<file path="config.mk">
export PLATFORM = sky130hd
export DESIGN_NAME = clock_set_ctrl
export DESIGN_NICKNAME = d
export VERILOG_FILES = /design/src/rtl/clock_set_ctrl.sv
export SDC_FILE = /design/constraint.sdc
export NUM_CORES = 1
export LEC_CHECK = 0
export CAP_MARGIN = 20
export CORE_MARGIN = 3
export CORE_UTILIZATION = 48
export DETAILED_ROUTE_END_ITERATION = 16
export GPL_ROUTABILITY_DRIVEN = 0
export PLACE_DENSITY = 0.77
export SYNTH_ARGS = -nofsm -noshare
export SYNTH_HDL_FRONTEND = slang
export SYNTH_SLANG_ARGS = --single-unit
export TNS_END_PERCENT = 20
</file>
<file path="constraint.sdc">
create_clock -name clk -period 1.6 [get_ports clk]
set_input_delay 0.4 -clock clk [delete_from_list [all_inputs] [get_ports clk]]
set_output_delay 0.4 -clock clk [all_outputs]
set_load 0.02 [all_outputs]
</file>
<file path="src/rtl/clock_set_ctrl.sv">
// -----------------------------------------------------------------------------
// clock_set_ctrl
//   Time-setting front end for a 24h clock core. It generates the one-second
//   advance enable while running and lets the user edit hours, then minutes,
//   with two buttons. The edited value is handed to the core with a one-cycle
//   load pulse.
//
//   state     | meaning
//   ----------+--------------------------------------------------------------
//   RUN       | prescaler running, sec_tick pulses, buttons only start an edit
//   SET_HOUR  | load_hour edited by btn_inc, blink toggles
//   SET_MIN   | load_min edited by btn_inc, blink toggles
//   COMMIT    | single cycle, load = 1, then back to RUN
//
// Ports
//   clk        system clock, rising edge
//   reset      asynchronous, active-low reset
//   btn_mode   debounced level, rising edge advances the edit mode
//   btn_inc    debounced level, rising edge (and auto-repeat) increments
//   cur_hour   live hour from the clock core
//   cur_min    live minute from the clock core
//   sec_tick   one-cycle seconds-advance enable to the core
//   load       one-cycle pulse, core loads load_hour/load_min, clears seconds
//   load_hour  edited hour
//   load_min   edited minute
//   mode       0=RUN 1=SET_HOUR 2=SET_MIN 3=COMMIT
//   blink      display-visible flag for the field being edited
// -----------------------------------------------------------------------------
module clock_set_ctrl #(
    parameter int CLK_DIV       = 100,
    parameter int REPEAT_CYCLES = 50
) (
    input  logic       clk,
    input  logic       reset,
    input  logic       btn_mode,
    input  logic       btn_inc,
    input  logic [4:0] cur_hour,
    input  logic [5:0] cur_min,
    output logic       sec_tick,
    output logic       load,
    output logic [4:0] load_hour,
    output logic [5:0] load_min,
    output logic [1:0] mode,
    output logic       blink
);

    typedef enum logic [1:0] {
        ST_RUN      = 2'd0,
        ST_SET_HOUR = 2'd1,
        ST_SET_MIN  = 2'd2,
        ST_COMMIT   = 2'd3
    } state_t;

    localparam int PW = (CLK_DIV > 1) ? $clog2(CLK_DIV) : 1;
    localparam int BW = (CLK_DIV / 2 > 1) ? $clog2(CLK_DIV / 2) : 1;
    localparam int RW = $clog2(REPEAT_CYCLES + 1);

    localparam logic [PW-1:0] PRE_MAX   = PW'(CLK_DIV - 1);
    localparam logic [BW-1:0] BLINK_MAX = BW'(CLK_DIV / 2 - 1);
    localparam logic [RW-1:0] REP_MAX   = RW'(REPEAT_CYCLES);

    state_t        r_state;
    logic          r_mode_d;
    logic          r_inc_d;
    logic [PW-1:0] r_pre;
    logic [BW-1:0] r_blink_cnt;
    logic [RW-1:0] r_rep;
    logic          r_blink;
    logic          r_load;
    logic [4:0]    r_load_hour;
    logic [5:0]    r_load_min;

    logic w_mode_edge;
    logic w_inc_edge;
    logic w_in_set;
    logic w_rep_fire;
    logic w_inc_evt;

    assign w_mode_edge = btn_mode & ~r_mode_d;
    assign w_inc_edge  = btn_inc & ~r_inc_d;
    assign w_in_set    = (r_state == ST_SET_HOUR) || (r_state == ST_SET_MIN);

    // r_rep counts held cycles after the edge (the edge cycle itself is not
    // counted); once REPEAT_CYCLES of them have elapsed the next held cycle
    // produces the repeat increment and the count restarts.
    assign w_rep_fire  = w_in_set & btn_inc & r_inc_d & (r_rep == REP_MAX);

    // A mode edge in the same cycle always wins; the increment is dropped.
    assign w_inc_evt   = w_in_set & (w_inc_edge | w_rep_fire) & ~w_mode_edge;

    assign sec_tick  = (r_state == ST_RUN) && (r_pre == PRE_MAX);
    assign load      = r_load;
    assign load_hour = r_load_hour;
    assign load_min  = r_load_min;
    assign mode      = r_state;
    assign blink     = r_blink;

    always_ff @(posedge clk or negedge reset) begin
        if (!reset) begin
            r_state     <= ST_RUN;
            r_mode_d    <= 1'b0;
            r_inc_d     <= 1'b0;
            r_pre       <= '0;
            r_blink_cnt <= '0;
            r_rep       <= '0;
            r_blink     <= 1'b0;
            r_load      <= 1'b0;
            r_load_hour <= '0;
            r_load_min  <= '0;
        end else begin
            r_mode_d <= btn_mode;
            r_inc_d  <= btn_inc;
            r_load   <= 1'b0;

            case (r_state)
                ST_RUN: begin
                    r_rep       <= '0;
                    r_blink_cnt <= '0;
                    if (w_mode_edge) begin
                        r_state     <= ST_SET_HOUR;
                        r_load_hour <= cur_hour;
                        r_load_min  <= cur_min;
                        r_pre       <= '0;
                        r_blink     <= 1'b1;
                    end else begin
                        r_blink <= 1'b0;
                        r_pre   <= (r_pre == PRE_MAX) ? '0 : r_pre + 1'b1;
                    end
                end

                ST_SET_HOUR, ST_SET_MIN: begin
                    r_pre <= '0;
                    if (w_mode_edge) begin
                        r_rep       <= '0;
                        r_blink_cnt <= '0;
                        if (r_state == ST_SET_HOUR) begin
                            r_state <= ST_SET_MIN;
                            r_blink <= 1'b1;
                        end else begin
                            r_state <= ST_COMMIT;
                            r_blink <= 1'b0;
                            r_load  <= 1'b1;
                        end
                    end else begin
                        if (!btn_inc || w_inc_edge || (r_rep == REP_MAX))
                            r_rep <= '0;
                        else
                            r_rep <= r_rep + 1'b1;

                        if (w_inc_evt) begin
                            r_blink     <= 1'b1;
                            r_blink_cnt <= '0;
                            // Out-of-range captured values wrap to 0 as well.
                            if (r_state == ST_SET_HOUR)
                                r_load_hour <= (r_load_hour >= 5'd23) ? 5'd0 : r_load_hour + 5'd1;
                            else
                                r_load_min  <= (r_load_min >= 6'd59) ? 6'd0 : r_load_min + 6'd1;
                        end else if (r_blink_cnt == BLINK_MAX) begin
                            r_blink     <= ~r_blink;
                            r_blink_cnt <= '0;
                        end else begin
                            r_blink_cnt <= r_blink_cnt + 1'b1;
                        end
                    end
                end

                ST_COMMIT: begin
                    r_state     <= ST_RUN;
                    r_pre       <= '0;
                    r_rep       <= '0;
                    r_blink     <= 1'b0;
                    r_blink_cnt <= '0;
                end

                default: begin
                    r_state <= ST_RUN;
                end
            endcase
        end
    end

endmodule

</file>
# Word-level counts from Yosys, hierarchy flattened
# Cells that the tools add are included.
dict set report totals {
  regBits 36
  latch_bits 0
  ramBits 0
  rom_bits 0
  inputBits 15
  word_cells 90
  mem_count 0
}
dict set report op_classes {
  add_sub_neg 5
  multipliers 0
  div_mod_pow 0
  magnitude_cmp 2
  n_eq_ne 13
  n_shift 0
  muxes 35
  n_bitwise 12
  n_reduce_logical 13
}
# cell count
set op_table {}
lappend op_table {{6-bit 2-to-1 mux} 10}
lappend op_table {{6-bit one-hot mux with 2 select lines} 3}
lappend op_table {{5-bit 2-to-1 mux} 5}
lappend op_table {{6-bit by 1-bit adder with 6-bit output, second input constant} 3}
lappend op_table {{7-bit 2-to-1 mux} 2}
lappend op_table {{7-bit one-hot mux with 2 select lines} 1}
lappend op_table {{6-bit == test, second input constant} 2}
lappend op_table {{2-bit != test, second input constant} 6}
lappend op_table {{5-bit one-hot mux with 2 select lines} 1}
lappend op_table {{5-bit AND reduction} 2}
lappend op_table {{1-bit 2-to-1 mux} 9}
lappend op_table {{7-bit by 1-bit adder with 7-bit output, second input constant} 1}
lappend op_table {{1-bit bitwise AND} 7}
lappend op_table {{7-bit == test, second input constant} 1}
lappend op_table {{6-bit greater-or-equal comparator, second input constant} 1}
lappend op_table {{2-bit one-hot mux with 3 select lines} 1}
lappend op_table {{5-bit by 1-bit adder with 5-bit output, second input constant} 1}
lappend op_table {{5-bit greater-or-equal comparator, second input constant} 1}
lappend op_table {{2-bit == test, second input constant} 2}
lappend op_table {{2-bit 2-to-1 mux} 2}
lappend op_table {{4-bit != test, second input constant} 1}
lappend op_table {{1-bit inverter} 4}
lappend op_table {{2-bit OR reduction} 2}
lappend op_table {{1-bit logical OR} 3}
lappend op_table {{other kinds (9)} 9}

# Longest topological paths before layout
dict set report logic_depth {
  word_depth 11
  ltp_mapped 8
}

# Worst setup path before layout
# OpenSTA, ideal clock, no wires.
dict set report synth_timing {
  path_kind {register -> register}
  startpoint {register r_state[0], in the netlist mode[0]}
  endpoint {register r_load_min[4], in the netlist load_min[4]}
  arrival_ns 1.776
  required_ns 1.479
  slack_ns -0.297
  stages_incl_launch_ff 8
  n_path_buf 1
  period_less_slack_ns 1.897
  cell_sequence {dfrtp_1 -> inv_1 -> ha_1 -> nand3_1 -> o41ai_2 -> buf_6 -> o21ai_1 -> a22o_1}
}
dict set report synth_via {
  elab_chain_cells 10
  word_cells_on_any_way 18
}
# item line_no
set synth_rtl {}
lappend synth_rtl {{start: declaration} 62} ;# state_t r_state;
lappend synth_rtl {{start signal: assignment} 100} ;# r_state <= ST_RUN;
lappend synth_rtl {{start signal: assignment} 120} ;# r_state <= ST_SET_HOUR;
lappend synth_rtl {{start signal: assignment} 137} ;# r_state <= ST_SET_MIN;
lappend synth_rtl {{2-bit by 1-bit == test with 1-bit output or 2-bit == test (tied branches)} {81, 115, 154}}
lappend synth_rtl {{1-bit logical OR} 81} ;# assign w_in_set = (r_state == ST_SET_HOUR) || (r_state == ST_SET_MIN);
lappend synth_rtl {{1-bit bitwise AND (3 in series)} 86} ;# assign w_rep_fire = w_in_set & btn_inc & r_inc_d & (r_rep == REP_MAX);
lappend synth_rtl {{1-bit OR} 89} ;# assign w_inc_evt = w_in_set & (w_inc_edge | w_rep_fire) & ~w_mode_edge;
lappend synth_rtl {{1-bit bitwise AND (2 in series)} 89}
lappend synth_rtl {{2-bit != test (no source line)} n/a}
lappend synth_rtl {{5-bit AND reduction (no source line)} n/a}
lappend synth_rtl {{end signal: assignment} 122} ;# r_load_min <= cur_min;
lappend synth_rtl {{end signal: assignment} 157} ;# r_load_min <= (r_load_min >= 6'd59) ? 6'd0 : r_load_min + 6'd1;
lappend synth_rtl {{end: declaration} 71} ;# logic [5:0] r_load_min;
# Parallel ways exist; a longest one is shown, timed or not.
# A chain may end at the register's enable or synchronous reset.

# Worst setup path in the final report
dict set report layout_timing {
  startpoint {register r_pre[3]}
  endpoint {output port sec_tick}
}
dict set report layout_via {
  elab_chain_cells 2
}
# item line_no
set layout_rtl {}
lappend layout_rtl {{start: declaration} 65} ;# logic [PW-1:0] r_pre;
lappend layout_rtl {{start signal: assignment} 127} ;# r_pre <= (r_pre == PRE_MAX) ? '0 : r_pre + 1'b1;
lappend layout_rtl {{7-bit == test} 91} ;# assign sec_tick = (r_state == ST_RUN) && (r_pre == PRE_MAX);
lappend layout_rtl {{1-bit logical AND} 91}
lappend layout_rtl {{end: declaration} 39} ;# output logic sec_tick,
# Every way passes these cells.

==> summary.md <==
| Metric | Value |
|---|---|
| Die ar. | `4780 um^2` |
| Syn Area/Cell | `10.2 um^2` |
| Number of synthesized flops with an enable pin | `0` |
| Layout cells sized above 1 | `24.3%` |
| Asr flop ratio synth | `100%` |
| Synth Area in Compound Gates | `19.1%` |
| Vias in the first global route | `1,618` |
| Achievable Freq | `566 MHz` |
| CTS buffer count | `5` |
| Total number of vias | `1,593` |
| Setup bufs post-CTS | `0` |
| Fin. Hold Viols | `0` |
| Slew Viols, Final | `0` |
| Post-layout min period | `1770 ps` |
| CTS Hold Bufs | `0` |
| Nets | `280` |
| Post-synthesis mux area share | `1.18%` |
| Main combinational cell family by area after synthesis | `compound AO/OA/AOI/OAI gates` |
| Final worst slack | `-167 ps` |
| Worst Setup End Kind | `primary output` |
| Slew Limit Headroom | `78.1%` |
| Total power | `4.50 mW` |
| Status | `finished, violations left` |
| Int Power | `2.65 mW` |
| Clock transition at path regs | `70 ps` |
| Final setup viols | `10` |
| Synth Warn # | `0` |
| Synth Area in XOR/XNOR | `5.94%` |
| Max FO, Critical Path | `2` |
| Pwr per Cell Area | `1690 nW/um^2` |
| Die width | `69.2 um` |
| Synth Cell Area | `1920 um^2` |
| Post-detailed-route via-to-cell ratio | `5.26` |
| Most frequent cells in the layout | `dfrtp_1, nor2_1, buf_4` |
| Antenna violations before repair | `0` |
| Sw Ratio | `41.2%` |
| Clock power frac | `14.5%` |
| Area of the core | `3740 um^2` |
| Syn Inst Count | `188` |
| Top Ports | `31` |
| Largest net degree at the start of global routing | `37` |
| Hold Crit Class | `primary input to flop` |
| H-Tree Level Count | `2` |
| CP required | `1200 ps` |
| R2R depth | `7` |
| Antenna Nets Post-Route | `0` |
| Pre-antenna DRT Iters | `4` |
| Number of library cell types mapped by synthesis | `40` |
| Util after Layout | `71.1%` |
| WS Path Type | `flop to primary output` |
| Die extent in y | `69.2 um` |
| Drt initial violations | `53` |
| Routed WL | `3980 um` |
| Ant. Diodes | `0` |
| Switching pwr | `1.85 mW` |
| Post-Synth Simple-Gate Area | `15.9%` |
| Commonest non-fill, non-tap cell in the layout | `dfrtp_1` |
| Drt wl/cell | `13.1 um` |
| Mapped Nets | `214` |
| Slew @ Worst Pin | `325 ps` |
| RSZ-0062 raised after global routing | `yes` |
| Tcrit/Tclk final | `110%` |
| Leakage | `1.24 nW` |
| Critical path data arrival time | `1370 ps` |
| Failing checks | `negative setup slack` |
| Initial Util | `51.2%` |
| Area delta synth->final | `38.9%` |
| Clk buf depth | `2` |
| Synth Register Bits | `36` |
| Post-Synth Adder-Cell Area | `7.18%` |
| Sequential fraction of the synthesis area | `47.0%` |
| Worst hold path cell count | `1` |
| Pre-CTS WS | `-449 ps` |
| Seq pwr share | `30.1%` |
| Max cap viols | `0` |
| # rows | `22` |
| Worst Skew | `5.65 ps` |
| Clk sink count | `36` |
| Post-DP HPWL | `2910 um` |
| Root buf cell | `clkbuf_8` |
| Grt ovf | `0` |
| CTS tree | `built` |
| Fill cell count | `315` |
| Worst VDD drop | `1030 uV` |
| Comb power frac | `55.3%` |
| First-pass GRT wire length | `7010 um` |
| Tot GR Track Use | `17.8%` |
| Worst skew pair latency | `290 ps` |
| Port Buffers | `30` |
| # DRC | `0` |
| Top FF cell, synth | `dfrtp_1` |
| Critical path launch point type | `flop` |
-- critical path, cell delays in order, from the launching register on --
cell	delay [ps]
dfrtp_1	390
nor4b_2	300
nand3_1	130
nor2_1	110
buf_4	150
-- Yosys cell counts (4+ instances only) --
cell type	count	area share, %
dfrtp_1	36	47
nor2_1	32	6.3
inv_1	12	2.4
a21oi_1	11	2.9
ha_1	11	7.2
nand3_1	11	2.9
a22o_1	7	3.2
xnor2_1	7	3.2
o21ai_0	6	1.6
xor2_1	6	2.7
and3_1	4	1.3
nand2_1	4	0.78
nand2b_1	4	1.3
-- final timing paths --
path	from	endpoint	slack [ps]
worst min register to register	r_blink_cnt[0]	r_blink_cnt[0]	490
worst max-delay path	r_pre[3]	sec_tick	-170
min in group asynchronous	reset	r_mode_d	480
worst min-delay path	btn_mode	r_mode_d	380
max in group asynchronous	reset	mode[1]	930
worst max register to register	mode[1]	load_hour[0]	-90
-- registers in the layout (all words and copies together) (netlist names) --
| register | count |
|---|---|
| r_pre | 7 |
| load_min | 6 |
| r_blink_cnt | 6 |
| r_rep | 6 |
| load_hour | 5 |
| mode | 2 |
| blink | 1 |
| load | 1 |
| r_inc_d | 1 |
| r_mode_d | 1 |
-- stage by stage --
step / TNS, ps / cell area [um^2] / hold WS (ps) / cells
4_1_cts: -856 / 2640 / 379 / 303
6_report: -745 / 2660 / 378 / 303
3_5_place_dp: -6490 / 2550 / 477 / 295
5_1_grt: -1720 / 2660 / 387 / 303
2_1_floorplan: -1370 / 1950 / 104 / 188
3_3_place_gp: -5320 / 2550 / 472 / 295
-- power by group through the flow --
stage / registers (mW) / logic [mW] / clock network (mW)
CTS: 1.36 / 2.47 / 0.670
finish: 1.36 / 2.49 / 0.653
floorplan: 1.56 / 1.28 / 0
detailed placement: 1.37 / 2.52 / 0
global route: 1.40 / 2.75 / 0.718
global placement: 1.37 / 2.47 / 0
-- routing by layer --
metal	up-vias	track usage, %	share of wire, %
met4	0	6.29	2.0
met1	748	20.8	43
met5	-	0	0
met2	38	31.3	51
li1	797	-	-
met3	10	5.07	4.5
-- timing repair --
action,CTS,global route
gates resized for setup,27,7
endpoints found under the setup margin,28,19
pin swaps,4,3
-- cell type report --
type                    count  area (um^2)  area share [%]
inverters                  12         45.0            1.69
multi-input cells         136         1010            37.9
repair buffers             63          553            20.8
flip-flops and latches     36          903            34.0
well taps                  48         60.1            2.26
clock buffers               8         90.1            3.39
-- cells by family after synthesis --
family | Yosys count
simple gates | 65
compound gates | 45
flops | 36
buf+inv | 16
xor+xnor | 13
fa+ha+maj | 11
mux | 2
Power figures use the tool's default switching activity.
